[src/rtl/rr_arbiter_8.sv]
// Eight-way round-robin arbiter with per-win hold limit and timeout ban.
// Winner kept as a 3-bit index; grant vector is its registered one-hot decode.
module rr_arbiter_8 #(
  parameter int unsigned MAX_HOLD = 16
) (
  input  logic       clk,
  input  logic       rst,
  input  logic       en,
  input  logic [7:0] req,
  output logic [7:0] gnt,
  output logic [2:0] gnt_idx,
  output logic       gnt_valid,
  output logic       timeout
);

  localparam int unsigned N_REQ    = 8;
  localparam logic [7:0]  HOLD_LIM = 8'(MAX_HOLD);
  localparam logic        HOLD_EN  = (MAX_HOLD != 0);

  typedef enum logic {
    ST_IDLE  = 1'b0,
    ST_GRANT = 1'b1
  } state_t;

  state_t     r_state;
  logic [2:0] r_ptr;
  logic [7:0] r_hold_cnt;
  logic [7:0] r_ban;
  logic [7:0] r_gnt;
  logic [2:0] r_gnt_idx;
  logic       r_gnt_valid;
  logic       r_timeout;

  logic [7:0] w_elig;
  logic [2:0] w_idx;
  logic [2:0] w_win;
  logic       w_found;
  logic       w_req_cur;
  logic       w_hold_hit;

  // Circular first-set scan of eligible requesters starting at r_ptr
  always_comb begin
    w_elig  = req & ~r_ban;
    w_found = 1'b0;
    w_win   = 3'd0;
    w_idx   = 3'd0;
    for (int i = 0; i < N_REQ; i++) begin
      w_idx = 3'(r_ptr + 3'(i));
      if (!w_found && w_elig[w_idx]) begin
        w_found = 1'b1;
        w_win   = w_idx;
      end
    end
    w_req_cur  = req[r_gnt_idx];
    w_hold_hit = HOLD_EN && (r_hold_cnt == HOLD_LIM);
  end

  always_ff @(posedge clk) begin
    if (rst) begin
      r_state     <= ST_IDLE;
      r_ptr       <= 3'd0;
      r_hold_cnt  <= 8'd0;
      r_ban       <= 8'd0;
      r_gnt       <= 8'd0;
      r_gnt_idx   <= 3'd0;
      r_gnt_valid <= 1'b0;
      r_timeout   <= 1'b0;
    end else begin
      r_timeout <= 1'b0;
      // A ban lifts once its requester has been seen idle
      r_ban     <= r_ban & req;
      case (r_state)
        ST_IDLE: begin
          if (en && w_found) begin
            r_gnt_idx   <= w_win;
            r_gnt       <= 8'(1) << w_win;
            r_gnt_valid <= 1'b1;
            r_hold_cnt  <= 8'd1;
            r_state     <= ST_GRANT;
          end
        end
        ST_GRANT: begin
          if (!w_req_cur) begin
            r_gnt_valid <= 1'b0;
            r_gnt       <= 8'd0;
            r_ptr       <= 3'(r_gnt_idx + 3'd1);
            r_state     <= ST_IDLE;
          end else if (w_hold_hit) begin
            r_gnt_valid <= 1'b0;
            r_gnt       <= 8'd0;
            r_timeout   <= 1'b1;
            r_ban       <= (r_ban & req) | (8'(1) << r_gnt_idx);
            r_ptr       <= 3'(r_gnt_idx + 3'd1);
            r_state     <= ST_IDLE;
          end else if (r_hold_cnt != 8'hFF) begin
            r_hold_cnt <= r_hold_cnt + 8'd1;
          end
        end
        default: r_state <= ST_IDLE;
      endcase
    end
  end

  assign gnt       = r_gnt;
  assign gnt_idx   = r_gnt_idx;
  assign gnt_valid = r_gnt_valid;
  assign timeout   = r_timeout;

endmodule
[config.mk]
export PLATFORM = sky130hd
export DESIGN_NAME = rr_arbiter_8
export DESIGN_NICKNAME = d
export VERILOG_FILES = /design/src/rtl/rr_arbiter_8.sv
export SDC_FILE = /design/constraint.sdc
export NUM_CORES = 1
export LEC_CHECK = 0
export ABC_CLOCK_PERIOD_IN_PS = 3000
export BUFFER_PORTS_ARGS = -buffer_cell sky130_fd_sc_hd__buf_2
export CORE_ASPECT_RATIO = 2
export CORE_MARGIN = 4
export CORE_UTILIZATION = 54
export CTS_CLUSTER_DIAMETER = 150
export DETAILED_ROUTE_END_ITERATION = 10
export MAX_ROUTING_LAYER = met4
export PLACE_DENSITY = 0.82
export SLEW_MARGIN = 5
export SYNTH_ARGS = -nofsm -noshare
export SYNTH_HDL_FRONTEND = slang
export SYNTH_SLANG_ARGS = --single-unit
export TNS_END_PERCENT = 100
[constraint.sdc]
create_clock -name clk -period 3 [get_ports clk]
set_input_delay 0.3 -clock clk [delete_from_list [all_inputs] [get_ports clk]]
set_output_delay 0.3 -clock clk [all_outputs]
set_load 0.02 [all_outputs]
==> flow_summary_export.csv, run 1 <==
group,metric,value,unit
run_status,outcome,"finished with violations",
run_status,violations,"negative setup slack",
clock_tree,numCtsBuffers,5,
synthesis,synth_compound_gate_area_share,23.4,%
floorplan,rows,35,
pwr,p_leak,0.00119,uW
global_routing,gr-total-overflow,0,
final_layout,postLayoutCoreUtil,66.5,%
global_routing,grt.total_usage,29.3,%
synthesis,synth_area_leaders,"dfxtp_1, mux4_2, ha_1",
floorplan,io_pins,24,
synthesis,synth_edf_count,0,
pwr,switching_share,38.3,%
timing,period_share,100,%
clock_tree,clk_pin_slew,0.07,ns
critical_path,r2r_cells,9,
critical_path,r2r_start,"r_ptr[0]",
timing,fin_crit,3.01,ns
detailed_routing,first_iter_violations,147,
worst_hold_path,hold_path.class,"input port to register",
synthesis,synth-xor-area-share,2.99,%
floorplan,start_util,56.2,%
synthesis,muxShareOfSynthArea,16.8,%
timing,rsz0062_at_grt,"true",
critical_path,cp-end-kind,"register",
final_layout,drive_above_1_share,31.4,%
pwr,clkPwrFrac,22.8,%
critical_path,path_class,"register to register",
critical_path,rrSetupSlack,-0.01,ns
synthesis,synth_top_area_share,25.1,%
floorplan,die-height,107,um
final_layout,diodes,0,
timing,maxSlewViolCount,0,
synthesis,ys_seq_elements,33,
synthesis,seq_area_frac_synth,25.1,%
pwr,pwr-share-seq,33.9,%
pwr,comb_power_share,43.2,%
pwr,pwr_density_cell,465,nW/um^2
pwr,intPower,893,uW
floorplan,dieWidth,57.4,um
clock_tree,root_buffer,"clkbuf_8",
floorplan,core_area,4690,um^2
synthesis,yosysWarnings,0,
synthesis,yosys.cell_count.top_type,"dfxtp_1",
critical_path,worstSetupStartpointType,"register",
pwr,switchingPower,555,uW
worst_hold_path,min_to,"r_ban[5]",
floorplan,die-area,6130,um^2
synthesis,synth-simple-area-share,22.3,%
detailed_routing,wire_per_inst,22.1,um
critical_path,required,3.18,ns
placement,portBuffers,23,
timing,worst_slack,-0.0103,ns
timing,final_hold_viol_count,0,
clock_tree,clock_path_buffers,2,
timing,hold_slack,0.289,ns
detailed_routing,num_vias,2634,
global_routing,grt_pass1_wl,13.3,mm
worst_hold_path,min_path_cells,3,
placement,place_area,2950,um^2
detailed_routing,antenna_left,0,
clock_tree,clock-sinks,33,
synthesis,synthCells,283,
synthesis,avgSynthCellArea,9.31,um^2
critical_path,cp_data_arrival_time,3.19,ns
timing,max_slew_margin,50.4,%
final_layout,stdcell_area,3120,um^2
critical_path,worst_r2r_endpoint,"gnt[7]",
detailed_routing,viasPerCell,6.88,
timing,fin_skew,0.0117,ns
synthesis,syn_area,2630,um^2
timing,timing.fmax,332,MHz
synthesis,syn-num-nets,304,
global_routing,antenna_found_initial,0,
clock_tree,insertion_delay,0.30,ns
pwr,ir_drop,0.407,mV
timing,setup_violations,1,
detailed_routing,wirelength,8.47,mm
synthesis,synth_top_family_by_area,"compound AO/OA/AOI/OAI gates",
critical_path,critPathMaxFanout,25,
synthesis,yosys.area_share.adder,4.75,%
timing,worst_pin_slew,0.741,ns
synthesis,synthArstFlopShare,0,%
placement,place.gp.congestion,0.998,
clock_tree,cts_tree,"done",
flow_run,drv_cap,0,
global_routing,grt_pass1_vias,2708,
pwr,p_total,1450,uW
detailed_routing,drc,0,
synthesis,ys_top_cells_by_count,"dfxtp_1, nor2_1, mux4_2",
worst_hold_path,hold_start,"req[5]",
placement,hpwl,6.50,mm
global_routing,grt_max_degree,26,
final_layout,final_net_count,348,
synthesis,yosysUniqueCellTypes,66,
synthesis,synth_ff_type,"dfxtp_1",
detailed_routing,firstDrtPassIters,5,
final_layout,area_growth,18.3,%
synthesis,synth_top_area_cell,"dfxtp_1",
clock_tree,htreeDepth,2,
per-stage QoR:
step	setup slack, ns	std cells	TNS (ns)
floorplan	0.134	283	0
global route	-0.0309	383	-0.0737
CTS	0.0439	382	0
detailed placement	-0.0471	374	-0.132
finish	-0.0103	383	-0.0103
global placement	-0.0239	374	-0.0549
cell usage in the layout, fill, tap and decap left out, types with 5 or more instances in the layout:
| cell | n |
|---|---|
| a21oi_1 | 6 |
| nand3_1 | 8 |
| nand2_1 | 10 |
| nor2_1 | 30 |
| a211oi_1 | 5 |
| mux2i_1 | 8 |
| nand3b_1 | 6 |
| nand2b_1 | 11 |
| a22oi_1 | 6 |
| buf_4 | 26 |
| dfxtp_1 | 31 |
| nor2b_1 | 10 |
| ha_1 | 9 |
| clkbuf_8 | 5 |
| buf_2 | 23 |
| mux4_2 | 14 |
| nor3_1 | 7 |
| xnor2_1 | 5 |
| a22o_1 | 9 |
| o21ai_0 | 7 |
| inv_1 | 9 |
worst max path at each step:
stage / endpoint / startpoint / depth (start not counted)
floorplan: gnt[0] / r_ptr[1] / 11
global placement: gnt[7] / r_ptr[0] / 9
detailed placement: gnt[7] / r_ptr[0] / 9
CTS: r_hold_cnt[7] / r_ptr[0] / 11
global route: r_hold_cnt[4] / r_ptr[1] / 11
finish: gnt[7] / r_ptr[0] / 9
power groups by stage:
| stage | clock network, uW | logic (uW) | registers, uW |
|---|---|---|---|
| 2_1_floorplan | 0 | 385 | 503 |
| 3_3_place_gp | 0 | 579 | 497 |
| 3_5_place_dp | 0 | 587 | 498 |
| 4_1_cts | 340 | 593 | 488 |
| 5_1_grt | 357 | 664 | 494 |
| 6_report | 331 | 626 | 492 |
flip-flops by register name, indices dropped and copies added (netlist names):
register and count:
gnt 8, r_state 1, r_ptr 3, timeout 1
gnt_valid 1, r_hold_cnt 8, r_ban 8, gnt_idx 3
critical path: stages, from the launching register on:
cell and delay [ns]:
dfxtp_2 0.36, buf_12 0.17, or3b_4 0.43, a2111oi_1 0.73, a311o_1 0.22, nand4_1 0.13, o211a_1 0.14, a311o_1 0.34
and2_4 0.17, a22o_1 0.21
cells by family after synthesis:
| kind of cell | count (synthesis) |
|---|---|
| xor+xnor | 9 |
| compound gates | 74 |
| mux | 26 |
| fa+ha+maj | 10 |
| flops | 33 |
| simple gates | 106 |
| buf+inv | 25 |
timing repair:
item / in CTS / in global routing
cloned: 0 / 0
resized for setup: 2 / 11
buffers inserted: 0 / 1
setup endpoints to repair: 8 / 17
pin swaps: 0 / 1
hold buffers: 0 / 0
metal layers:
layer / GRT usage [%] / up-vias / share of wire [%]
met5: - / - / 0
met4: 25.2 / 0 / 8.6
met3: 2.05 / 51 / 3.7
met2: 53.4 / 130 / 56
met1: 25.6 / 1275 / 31
li1: - / 1178 / -
cell type report:
type | instances | area, um^2
Sequential cell | 33 | 663
Inverter | 12 | 46.3
Clock inverter | 2 | 10.0
Tap cell | 55 | 68.8
Clock buffer | 6 | 72.6
Multi-Input combinational cell | 225 | 1920
Fill cell | 365 | 1570
Timing Repair Buffer | 50 | 330
(Power assumes the default switching activity.)
==> run 2, diff against run 1 <==
--- a/config.mk
+++ b/config.mk
@@ -12,6 +12,7 @@
 export CORE_UTILIZATION = 54
 export CTS_CLUSTER_DIAMETER = 150
 export DETAILED_ROUTE_END_ITERATION = 10
+export GPL_TIMING_DRIVEN = 0
 export MAX_ROUTING_LAYER = met4
 export PLACE_DENSITY = 0.82
 export SLEW_MARGIN = 5
==> constraint.sdc (replaced) <==
create_clock -name clk -period 3 [get_ports clk]
set_input_delay 0.3 -clock clk [delete_from_list [all_inputs] [get_ports clk]]
set_output_delay 0.3 -clock clk [all_outputs]
set_load 0.005 [all_outputs]
==> run 2 against run 1 <==
Net effect: clock-buffer cell count up 1; register-to-register slack better by 0.02 ns; sequential cell count is the same; core utilization grew 1.5 points; the run now ends clean; cell count down 1.0%; via count shrank 2.9%; worst hold slack better by 0.019 ns; clock skew fell by 0.0036 ns; die area stayed put; highest routed layer unchanged; sequential power decreased by 2%.
==> flow_summary_export.csv, run 2 (same netlist as run 1, synthesis figures left out) <==
group,metric,value,unit
placement,dp_worst_setup_slack,-0.439,ns
final_layout,area_growth,21.0,%
worst_hold_path,min_path_cells,3,
clock_tree,clk_pin_slew,0.07,ns
timing,final_hold_viol_count,0,
timing,rsz0062_at_grt,"true",
clock_tree,clock_path_buffers,2,
timing,worst_pin_slew,0.692,ns
global_routing,grt_pass1_vias,2769,
final_layout,final_cell_mix,"dfxtp_1, nor2_1, buf_2, mux4_2",
worst_hold_path,hold_start,"req[5]",
timing,fin_skew,0.00819,ns
floorplan,io_pins,24,
detailed_routing,antenna_left,0,
clock_tree,root_buffer,"clkbuf_8",
worst_hold_path,hold_path.class,"input port to register",
pwr,intPower,1010,uW
clock_tree,clock-sinks,33,
run_status,outcome,"finished, final reports clean",
placement,hpwl,6.24,mm
critical_path,cp_data_arrival_time,3.17,ns
critical_path,rrSetupSlack,0.006,ns
final_layout,stdcell_area,3190,um^2
clock_tree,htreeDepth,2,
final_layout,final_net_count,344,
timing,worst_slack,0.00633,ns
pwr,clkPwrFrac,27.3,%
floorplan,die-height,107,um
detailed_routing,wire_per_inst,21.8,um
critical_path,critPathMaxFanout,10,
final_layout,layout_commonest_cell,"dfxtp_1",
critical_path,r2r_cells,10,
worst_hold_path,min_to,"r_ban[5]",
floorplan,dieWidth,57.4,um
critical_path,path_class,"register to register",
pwr,pwr_density_cell,488,nW/um^2
pwr,ir_drop,0.634,mV
timing,hold_slack,0.308,ns
pwr,p_leak,0.00120,uW
critical_path,required,3.17,ns
clock_tree,cts_tree,"done",
global_routing,grt_max_degree,11,
timing,setup_violations,0,
placement,place_area,2820,um^2
timing,fin_crit,2.99,ns
floorplan,rows,35,
final_layout,diodes,0,
detailed_routing,first_iter_violations,98,
timing,maxSlewViolCount,0,
flow_run,drv_cap,0,
pwr,comb_power_share,41.6,%
placement,portBuffers,23,
floorplan,die-area,6130,um^2
floorplan,start_util,56.2,%
critical_path,r2r_start,"r_ptr[0]",
pwr,switchingPower,543,uW
critical_path,worst_r2r_endpoint,"gnt[0]",
pwr,pwr-share-seq,31.0,%
timing,period_share,99.8,%
detailed_routing,wirelength,8.26,mm
timing,timing.fmax,334,MHz
final_layout,fillCellCount,343,
detailed_routing,viasPerCell,6.75,
pwr,switching_share,34.9,%
floorplan,core_area,4690,um^2
detailed_routing,firstDrtPassIters,4,
global_routing,antenna_found_initial,0,
global_routing,gr-total-overflow,0,
global_routing,grt.total_usage,29.0,%
placement,place.gp.congestion,0.970,
critical_path,cp-end-kind,"register",
critical_path,worstSetupStartpointType,"register",
global_routing,grt_pass1_wl,13.4,mm
detailed_routing,num_vias,2558,
timing,max_slew_margin,53.5,%
clock_tree,numCtsBuffers,5,
detailed_routing,drc,0,
clock_tree,insertion_delay,0.29,ns
final_layout,drive_above_1_share,31.2,%
run 2: layer usage:
metal,routed length (um),share of wire (%),up-vias,track usage (%)
li1,-,-,1175,-
met1,2620,32,1242,25.4
met2,4750,58,98,53.0
met3,278,3.4,43,3.73
met4,610,7.4,0,22.7
met5,0,0,-,-
run 2: through the flow:
step	instances	util, %	TNS, ns	total power, uW
detailed placement	361	60.2	-7.19	1020
finish	379	68.0	0	1550
global route	379	68.0	-0.409	1630
CTS	373	64.4	0	1470
floorplan	283	-	0	872
global placement	361	60.2	-6.02	1010
run 2: final cells by class:
| cell class | instances | area (um^2) | area share [%] |
|---|---|---|---|
| plain buffers | 13 | 95.1 | 2.98 |
| clock buffers | 7 | 86.3 | 2.71 |
| clock inverters | 1 | 30.0 | 0.942 |
| inverters | 12 | 65.1 | 2.04 |
| multi-input cells | 225 | 1990 | 62.3 |
| flip-flops and latches | 33 | 661 | 20.7 |
| well taps | 55 | 68.8 | 2.16 |
| repair buffers | 33 | 194 | 6.09 |
run 2: power groups by stage:
stage	Clock, uW	Sequential, uW	Combinational, uW
2_1_floorplan	0	487	385
6_report	425	482	647
4_1_cts	427	482	562
5_1_grt	447	485	695
3_3_place_gp	0	490	521
3_5_place_dp	0	491	531
run 2: critical path, cell delays in order, from the launching register on:
cell and delay [ns]:
dfxtp_1 0.35, buf_6 0.18, buf_6 0.16, buf_6 0.18
mux4_2 0.59, a41oi_1 0.34, o21ai_0 0.20, a221oi_2 0.31
o22ai_2 0.17, nor3b_4 0.19, a22o_1 0.20
run 2: timing repair:
| item | in CTS | in global routing |
|---|---|---|
| resized for setup | 11 | 29 |
| endpoints found under the setup margin | 24 | 22 |
| hold buffers | 0 | 0 |
| cloned | 0 | 0 |
| buffers inserted | 4 | 6 |
| pin swaps | 3 | 6 |
run 2: worst max path at each step:
| stage | start | end | slack [ns] |
|---|---|---|---|
| 2_1_floorplan | r_ptr[1] | gnt[0] | 0.13 |
| 3_3_place_gp | r_ptr[1] | gnt[1] | -0.37 |
| 3_5_place_dp | r_ptr[1] | gnt[6] | -0.44 |
| 4_1_cts | r_ptr[1] | gnt[7] | 0.006 |
| 5_1_grt | r_ptr[0] | gnt[0] | -0.08 |
| 6_report | r_ptr[0] | gnt[0] | 0.006 |
